<file path="config.mk">
export PLATFORM = sky130hd
export DESIGN_NAME = lsu_mem_ctrl
export DESIGN_NICKNAME = d
export VERILOG_FILES = /design/src/rtl/lsu_mem_ctrl.sv
export SDC_FILE = /design/constraint.sdc
export NUM_CORES = 1
export LEC_CHECK = 0
export CAP_MARGIN = 25
export CORE_ASPECT_RATIO = 1.25
export CORE_MARGIN = 2
export CORE_UTILIZATION = 31
export DETAILED_ROUTE_END_ITERATION = 7
export PLACE_DENSITY = 0.58
export SLEW_MARGIN = 10
export SYNTH_ARGS = -nofsm -noshare
export SYNTH_HDL_FRONTEND = slang
export SYNTH_SLANG_ARGS = --single-unit
</file>
<file path="constraint.sdc">
create_clock -name clk -period 1.9 [get_ports clk]
set_input_delay 0.38 -clock clk [delete_from_list [all_inputs] [get_ports clk]]
set_output_delay 0.38 -clock clk [all_outputs]
set_load 0.005 [all_outputs]
</file>
<file path="src/rtl/lsu_mem_ctrl.sv">
// lsu_mem_ctrl: load/store sequencer between the core memory stage and a
// single-port data memory bus. One access is in flight at a time.
//
// Flow:
//   IDLE : accept a request and check its size and alignment. A bad request
//          goes straight to RESP with an error. A good one goes to BUS.
//   BUS  : hold a word-aligned request with byte enables and lane-replicated
//          store data until mem_ack arrives, or until the timeout expires.
//   RESP : one-cycle response strobe carrying the extended load data.
//
// Ports:
//   clk, rst_n               clock and asynchronous active-low reset
//   req_valid/req_ready      core request handshake (ready only in IDLE)
//   req_we, req_size         store flag; size 0=b 1=ub 2=h 3=uh 4=w
//   req_addr, req_wdata      byte address and right-aligned store data
//   rsp_valid/rdata/err      response strobe, load data, and error code
//                            (00 ok, 01 misaligned, 10 timeout, 11 bad size)
//   mem_req/we/addr/be/wdata bus request fields, held until mem_ack
//   mem_ack, mem_rdata       bus completion and read word
//
// Every output is a register, so all of them read 0 while reset is held.

module lsu_mem_ctrl #(
    parameter int TIMEOUT_CYCLES = 16,
    parameter int CNT_W          = 8
) (
    input  logic        clk,
    input  logic        rst_n,
    input  logic        req_valid,
    output logic        req_ready,
    input  logic        req_we,
    input  logic [2:0]  req_size,
    input  logic [31:0] req_addr,
    input  logic [31:0] req_wdata,
    output logic        rsp_valid,
    output logic [31:0] rsp_rdata,
    output logic [1:0]  rsp_err,
    output logic        mem_req,
    output logic        mem_we,
    output logic [31:0] mem_addr,
    output logic [3:0]  mem_be,
    output logic [31:0] mem_wdata,
    input  logic        mem_ack,
    input  logic [31:0] mem_rdata
);

    localparam int NUM_LANES = 4;
    localparam logic [CNT_W-1:0] CNT_LAST = CNT_W'(TIMEOUT_CYCLES - 1);

    typedef enum logic [1:0] {IDLE, BUS, RESP} state_t;

    // Only the fields needed after acceptance are kept here. The word
    // address and store data live in the mem_addr and mem_wdata registers.
    typedef struct packed {
        logic       we;
        logic [2:0] size;
        logic [1:0] off;
    } lsu_req_t;

    state_t           state_q, state_d;
    logic [CNT_W-1:0] cnt_q, cnt_d;
    lsu_req_t         req_q, req_d;

    logic        req_ready_d, rsp_valid_d, mem_req_d, mem_we_d;
    logic [31:0] rsp_rdata_d, mem_addr_d, mem_wdata_d;
    logic [1:0]  rsp_err_d;
    logic [3:0]  mem_be_d;

    logic [NUM_LANES-1:0]           lane_be;
    logic [NUM_LANES-1:0][7:0]      lane_wd;
    logic                           misaligned;
    logic [31:0]                    sh;
    logic [31:0]                    ld_ext;

    // Per-lane byte-enable and store-byte selection. These are computed
    // from the incoming request and are registered when the request is
    // accepted.
    genvar i;
    for (i = 0; i < NUM_LANES; i++) begin : g_lane
        lsu_lane #(.LANE(i)) u_lane (
            .size   (req_size),
            .off    (req_addr[1:0]),
            .b_byte (req_wdata[7:0]),
            .b_half (req_wdata[8*(i%2) +: 8]),
            .b_word (req_wdata[8*i +: 8]),
            .be     (lane_be[i]),
            .wbyte  (lane_wd[i])
        );
    end

    always_comb begin
        misaligned = 1'b0;
        if ((req_size == 3'd2 || req_size == 3'd3) && req_addr[0])
            misaligned = 1'b1;
        if (req_size == 3'd4 && req_addr[1:0] != 2'b00)
            misaligned = 1'b1;
    end

    // Load extraction: move the addressed lane down to bit 0, then extend.
    assign sh = mem_rdata >> {req_q.off, 3'b000};

    always_comb begin
        case (req_q.size)
            3'd0:    ld_ext = {{24{sh[7]}}, sh[7:0]};
            3'd1:    ld_ext = {24'h0, sh[7:0]};
            3'd2:    ld_ext = {{16{sh[15]}}, sh[15:0]};
            3'd3:    ld_ext = {16'h0, sh[15:0]};
            default: ld_ext = sh;
        endcase
    end

    always_comb begin
        state_d     = state_q;
        cnt_d       = cnt_q;
        req_d       = req_q;
        rsp_valid_d = 1'b0;
        rsp_rdata_d = '0;
        rsp_err_d   = 2'b00;
        mem_req_d   = 1'b0;
        mem_we_d    = 1'b0;
        mem_addr_d  = '0;
        mem_be_d    = '0;
        mem_wdata_d = '0;
        case (state_q)
            IDLE: begin
                if (req_valid) begin
                    req_d = '{we: req_we, size: req_size, off: req_addr[1:0]};
                    if (req_size > 3'd4) begin
                        state_d     = RESP;
                        rsp_valid_d = 1'b1;
                        rsp_err_d   = 2'b11;
                    end else if (misaligned) begin
                        state_d     = RESP;
                        rsp_valid_d = 1'b1;
                        rsp_err_d   = 2'b01;
                    end else begin
                        state_d     = BUS;
                        cnt_d       = '0;
                        mem_req_d   = 1'b1;
                        mem_we_d    = req_we;
                        mem_addr_d  = {req_addr[31:2], 2'b00};
                        mem_be_d    = lane_be;
                        mem_wdata_d = lane_wd;
                    end
                end
            end
            BUS: begin
                // The ack is tested first, so an ack in the final counted
                // cycle is treated as a success.
                if (mem_ack) begin
                    state_d     = RESP;
                    rsp_valid_d = 1'b1;
                    rsp_rdata_d = req_q.we ? 32'h0 : ld_ext;
                end else if (TIMEOUT_CYCLES != 0 && cnt_q == CNT_LAST) begin
                    state_d     = RESP;
                    rsp_valid_d = 1'b1;
                    rsp_err_d   = 2'b10;
                end else begin
                    cnt_d       = cnt_q + 1'b1;
                    mem_req_d   = 1'b1;
                    mem_we_d    = mem_we;
                    mem_addr_d  = mem_addr;
                    mem_be_d    = mem_be;
                    mem_wdata_d = mem_wdata;
                end
            end
            RESP: begin
                state_d = IDLE;
            end
            default: begin
                state_d = IDLE;
            end
        endcase
        req_ready_d = (state_d == IDLE);
    end

    always_ff @(posedge clk or negedge rst_n) begin
        if (!rst_n) begin
            state_q   <= IDLE;
            cnt_q     <= '0;
            req_q     <= '0;
            req_ready <= 1'b0;
            rsp_valid <= 1'b0;
            rsp_rdata <= '0;
            rsp_err   <= 2'b00;
            mem_req   <= 1'b0;
            mem_we    <= 1'b0;
            mem_addr  <= '0;
            mem_be    <= '0;
            mem_wdata <= '0;
        end else begin
            state_q   <= state_d;
            cnt_q     <= cnt_d;
            req_q     <= req_d;
            req_ready <= req_ready_d;
            rsp_valid <= rsp_valid_d;
            rsp_rdata <= rsp_rdata_d;
            rsp_err   <= rsp_err_d;
            mem_req   <= mem_req_d;
            mem_we    <= mem_we_d;
            mem_addr  <= mem_addr_d;
            mem_be    <= mem_be_d;
            mem_wdata <= mem_wdata_d;
        end
    end

endmodule

// lsu_lane: byte enable and store byte for one bus lane.
//   size, off : access size and byte offset within the word
//   b_byte    : store byte used for byte accesses (wdata[7:0], every lane)
//   b_half    : store byte used for half accesses (low or high byte of the half)
//   b_word    : store byte used for word accesses (this lane's own byte)
//   be, wbyte : lane enable and lane data
module lsu_lane #(
    parameter int LANE = 0
) (
    input  logic [2:0] size,
    input  logic [1:0] off,
    input  logic [7:0] b_byte,
    input  logic [7:0] b_half,
    input  logic [7:0] b_word,
    output logic       be,
    output logic [7:0] wbyte
);

    localparam logic [1:0] L = 2'(LANE);

    always_comb begin
        be    = 1'b1;
        wbyte = b_word;
        if (size <= 3'd1) begin
            be    = (off == L);
            wbyte = b_byte;
        end else if (size <= 3'd3) begin
            be    = (off[1] == L[1]);
            wbyte = b_half;
        end
    end

endmodule

</file>
; ---- Yosys cells after proc, flatten, opt, wreduce, memory -nomap -nowiden
; Cells that the tools add are included.
[word_totals]
regBits = 122
inputBits = 104
output_inout_bits = 106
wordCells = 117
[op_classes]
addsub = 1
magnitude_cmp = 3
eq_ne = 17
n_shift = 1
muxes = 69
n_bitwise = 1
reduce_logical = 11
[op_table]
columns = op, count
row1 = 32-bit two-way mux, 11
row2 = 32-bit one-hot mux with 2 select lines, 2
row3 = 32-bit one-hot mux with 4 select lines, 1
row4 = 8-bit two-way mux, 10
row5 = 32-bit by 5-bit >> shifter with 32-bit output, 1
row6 = 1-bit two-way mux, 24
row7 = 4-bit two-way mux, 5
row8 = 2-bit two-way mux, 9
row9 = 8-bit one-hot mux with 2 select lines, 1
row10 = 3-bit by 2-bit equality test with 1-bit output (second input constant), 4
row11 = 2-bit inequality test (second input constant), 5
row12 = 8-bit by 1-bit adder with 8-bit output (second input constant), 1
row13 = 8-bit by 4-bit equality test with 1-bit output (second input constant), 1
row14 = 2-bit one-hot mux with 2 select lines, 2
row15 = 4-bit one-hot mux with 2 select lines, 1
row16 = 2-bit zero test, 3
row17 = 1-bit one-hot mux with 2 select lines, 3
row18 = 6-bit AND reduction, 1
row19 = 2-bit by 1-bit equality test with 1-bit output (second input constant), 2
row20 = 2-bit equality test (second input constant), 2
row21 = 2-bit nonzero test, 2
row22 = 3-bit by 1-bit equality test with 1-bit output (second input constant), 1
row23 = 3-bit equality test (second input constant), 1
row24 = 3-bit greater-than comparator (second input constant), 1
row25 = other kinds (8), 9

; ---- Depth between registers and ports, before layout
[depth]
depth_word = 10
ltp_mapped = 7
ltp_nobuf = 5

; ---- Modules after synthesis
; Synthesis repeated with hierarchy kept, for this count alone.
[hier_totals]
hier_cells = 481
area_unflattened_um2 = 5556.6
[modules_own_cells]
columns = module, instances, cells_each, area_each_um2, seq_area_each_um2
row1 = lsu_mem_ctrl, 1, 369, 4819.6, 3002.9
row2 = lsu_lane (g_lane[2].u_lane), 1, 28, 190.2, 0.0
row3 = lsu_lane (g_lane[3].u_lane), 1, 28, 183.9, 0.0
row4 = lsu_lane (g_lane[0].u_lane), 1, 28, 182.7, 0.0
row5 = lsu_lane (g_lane[1].u_lane), 1, 28, 180.2, 0.0

; ---- Least setup slack after synthesis
; No wires, ideal clock.
[synth_path]
path_kind = flip-flop to flip-flop
start = reg state_q[1]
end = reg rsp_rdata[24]
setup_time_ps = 66
t_arrival_ps = 1660
t_required_ps = 1834
slack_ps = 175
path_stages_with_launch = 6
n_path_buf = 1
period_less_slack_ps = 1725
path_cell_list = dfrtp_1 nand4bb_1 buf_2 or3_4 a2111oi_4 a21o_1
[synth_via]
elab_chain_len = 2
[synth_lines]
columns = item, line
row1 = from (decl), 60  ; state_t state_q, state_d;
row2 = from (signal assigned), 192  ; state_q <= state_d;
row3 = 2-bit by 1-bit equality test with 1-bit output, 124  ; case (state_q)
row4 = 32-bit two-way mux, 124
row5 = named net rsp_rdata_d[24], 65  ; logic [31:0] rsp_rdata_d, mem_addr_d, mem_wdata_d;
row6 = to (signal assigned), 197  ; rsp_rdata <= rsp_rdata_d;
row7 = to (decl), 36  ; output logic [31:0] rsp_rdata,
; The timed path passes the listed nets, and every way through them passes these cells.
; A chain may end at the register's enable or synchronous reset.

; ---- Worst setup path after layout
[layout_path]
start = in mem_ack
end = reg mem_wdata[6]
[layout_via]
elab_chain_len = 2
word_cells_on_any_way = 3
classes_between = eq/ne: 1 / mux: 2
[layout_lines]
columns = item, line
row1 = from (decl), 43  ; input logic mem_ack,
row2 = 32-bit two-way mux, 150  ; if (mem_ack) begin
row3 = 32-bit one-hot mux with 2 select lines, 124
row4 = to (signal assigned), 203  ; mem_wdata <= mem_wdata_d;
row5 = to (decl), 42  ; output logic [31:0] mem_wdata,
; Parallel ways exist; a longest one is shown, timed or not.

==> impl_results.md <==
- Commonest cells in the netlist: dfrtp_1 (120), a22o_1 (42), mux2i_1 (41)
- Critical Path End Type: register
- R2r endpoint: mem_wdata[6]
- Post-synth top area cell: dfrtp_1
- Final min period: 1.85 ns
- Final Max Slew Viols: 0
- Antenna Violating Nets Remaining: 0
- Critical Path RT: 2.25 ns
- Sw power: 2.18 mW
- Flop pwr share: about two fifths
- Most common cell in the netlist: dfrtp_1
- Total grt overflow: 0
- Startpoint types: primary input
- Crit Path Class: in -> reg
- Clk root buf: clkbuf_16
- Clock latency on the worst-skew pair: 0.41 ns
- DP Area: 7710 sq um
- Average size of a mapped cell: approximately 12 sq um
- Row cnt: 52
- Clock transition at the registers of the reported paths: 0.06 ns
- Status: complete, no violations
- Port Buf Inserts: about 210
- Comb pwr share: 22.7%
- Main area contributors after synthesis: dfrtp_1 (58%), mux2i_1 (7.9%), a22o_1 (7.1%)
- Post-Route Utilization: around half
- Die Ht: roughly 150 microns
- Fraction of layout cells with a size suffix above 1: between 10% and 20%
- Clock buffer count from CTS: 17
- Number of library cell types mapped by synthesis: 49
- Clock tree sinks: 120
- Largest net degree at the start of global routing: approximately 50
- Vias in the first global route: between 4000 and 5000
- Detailed Place HPWL: 11.5 mm
- Via-to-Cell Ratio: 4.88
- Initial Util: 31.8%
- RR Startpoint: state_q[1]
- CP Cell Sequence: clkdlybuf4s50_1 > buf_4 > or3b_2 > a21oi_4 > buf_4 > clkbuf_16 > a22o_1
- Internal power: roughly 5.5 mW
- Most frequent cell on the critical path: buf_4
- #FFs+latches synth: 120
- Final Hold Viols: 0
- First-pass GRT wire length: approximately 26 mm
- Syn Std Cell Area: roughly 5200 sq um
- Max VDD drop: roughly 0.00047 V
- Worst reg-to-reg path cell count: 6
- H-tree depth: 4
- Die footprint: roughly 18000 sq um
- Initial antenna violation count: 0
- CTS tree: built
- Initial DRC Count: about 240
- Worst hold-check path type: in -> async
- Critical Path End: mem_wdata[6]
- Yosys top cell area share: 57.8%
- Asr flop ratio synth: 100%
- CP startpoint: mem_ack
- Area growth, synth to finish: 60.9%
- Yosys warns: 0
- Drt wl/cell: roughly 18 microns
- Worst-margin pin slew: ~0.66 ns
- Final #Nets: 787
- Max stage delay on crit path: roughly 0.53 ns
- Longest Clk Path Bufs: 2
- Pwr Density: approximately 900 nW/um^2
- Leak: 3.71 nW
- # diodes: 0
- Sequential area share after synthesis: roughly 58%
- Slowest cell on crit path: or3b_2
- Slew headroom: between 50% and 60%
- All-Layer GR Usage: 18.5%
- Fmax: approximately 0.54 GHz
- Clk_skew: just under 0.007 ns
- Via count: about 4400
- MaxCap Viol Count: 0
- Placer Congestion: ~0.84
- # DRC: 0
- Most frequently used flop master after synthesis: dfrtp_1
- Final setup viols: 0
- Post-Synthesis Cells: 448
- Drt first pass iters: 4
- Data arrival, critical path: approximately 2.2 ns
- Clock power share: 39.0%
- Critical path peak fanout: 25
- Fill count: about 1500
- Core ar.: about 16000 sq um
- Design area: about 8400 sq um
- Final Cycle Share: a little over nine tenths
- R2r setup slk: 0.10 ns
- Chip Width: 120 microns
- Drt total wl: roughly 16 mm
- Switching portion of total power: 28.2%
- IO Pins: between 200 and 250
- Post-synth EDFFs: 0
==> sequential cells by signal, summed over array words and instances (netlist names) <==
register   count
mem_addr      30
rsp_err        2
state_q        2
rsp_valid      1
mem_req        1
req_q          6
cnt_q          8
mem_we         1
rsp_rdata     32
req_ready      1
mem_wdata     32
mem_be         4
==> how the worst min path moves through the flow <==
stage / cells after the start / slack (ns) / endpoint / from
floorplan: 0 / 0.08 / cnt_q[0] / rst_n
global placement: 1 / 0.32 / rsp_rdata[3] / rst_n
detailed placement: 1 / 0.32 / rsp_rdata[3] / rst_n
CTS: 2 / 0.43 / rsp_rdata[3] / rst_n
global route: 2 / 0.44 / rsp_rdata[3] / rst_n
finish: 2 / 0.42 / rsp_rdata[3] / rst_n
==> worst max-delay path: cells and delay by family <==
kind	cells	cell delay [ns]
compound gates	2	0.30
buf+inv	4	0.97
simple gates	1	0.53
==> metrics by stage <==
stage / std cells / hold WS, ns / setup TNS, ns / setup WS (ns) / power [mW]
global placement: 874 / 0.316 / -32.47 / -0.420 / 4.70
floorplan: 449 / 0.0844 / 0 / 0.175 / 3.78
finish: 911 / 0.423 / 0 / 0.0503 / 7.72
detailed placement: 874 / 0.319 / -35.04 / -0.513 / 4.73
CTS: 908 / 0.428 / 0 / 0.0386 / 7.82
global route: 911 / 0.435 / -0.0492 / -0.0171 / 8.12
==> cell families after synthesis <==
kind of cell | synth area share, %
xor+xnor | 0.675
fa+ha+maj | 0.241
mux | 9.86
buf+inv | 3.42
compound gates | 18.8
simple gates | 9.11
other cells | 0.0722
flops | 57.8
==> power groups by stage <==
stage,clock network (mW),registers [mW],logic (mW)
finish,3.01,2.96,1.76
global route,3.21,2.99,1.92
CTS,3.11,2.96,1.75
detailed placement,0,3.00,1.73
global placement,0,3.00,1.71
floorplan,0,2.97,0.812
==> layout make-up <==
class                           instances  area [sq um]  area share [%]
Clock inverter                         14           128            1.53
Sequential cell                       120          3000            35.9
Timing Repair Buffer                  248          2440            29.2
Tap cell                              216           270            3.23
Clock buffer                           18           429            5.14
Multi-Input combinational cell        290          2070            24.8
Inverter                                5          18.8           0.225
==> per-layer routing <==
metal  vias to the layer above  track usage, %  wire length, microns
met5                         -               0                     0
met4                         0            6.41                   340
met3                        31            7.82                  1400
met2                       182            30.6                  7730
met1                      2140            21.7                  6480
li1                       2089               -                     -
==> placed cells by master, fill, tap and decap left out, types with 3 or more instances in the layout <==
cell type        count
clkdlybuf4s50_1    206
dfrtp_1            120
a22o_1              42
mux2i_1             41
o21ai_0             40
buf_4               36
nand2_1             32
nor2_1              21
a21oi_1             19
clkbuf_16           18
a211oi_1            16
mux2_2               9
nor2b_1              8
a21o_1               8
clkinvlp_4           7
and2_1               6
o21bai_1             5
inv_1                5
xnor2_1              3
buf_12               3
==> what timing repair did <==
item	4_1_cts	5_1_grt
buffers inserted	0	2
gates cloned	1	1
hold endpoints to repair	20	0
hold buffers	1	0
pin swaps	1	2
gates resized for setup	2	3
setup endpoints to repair	26	69
No activity file was read; power rests on OpenSTA's default activity.
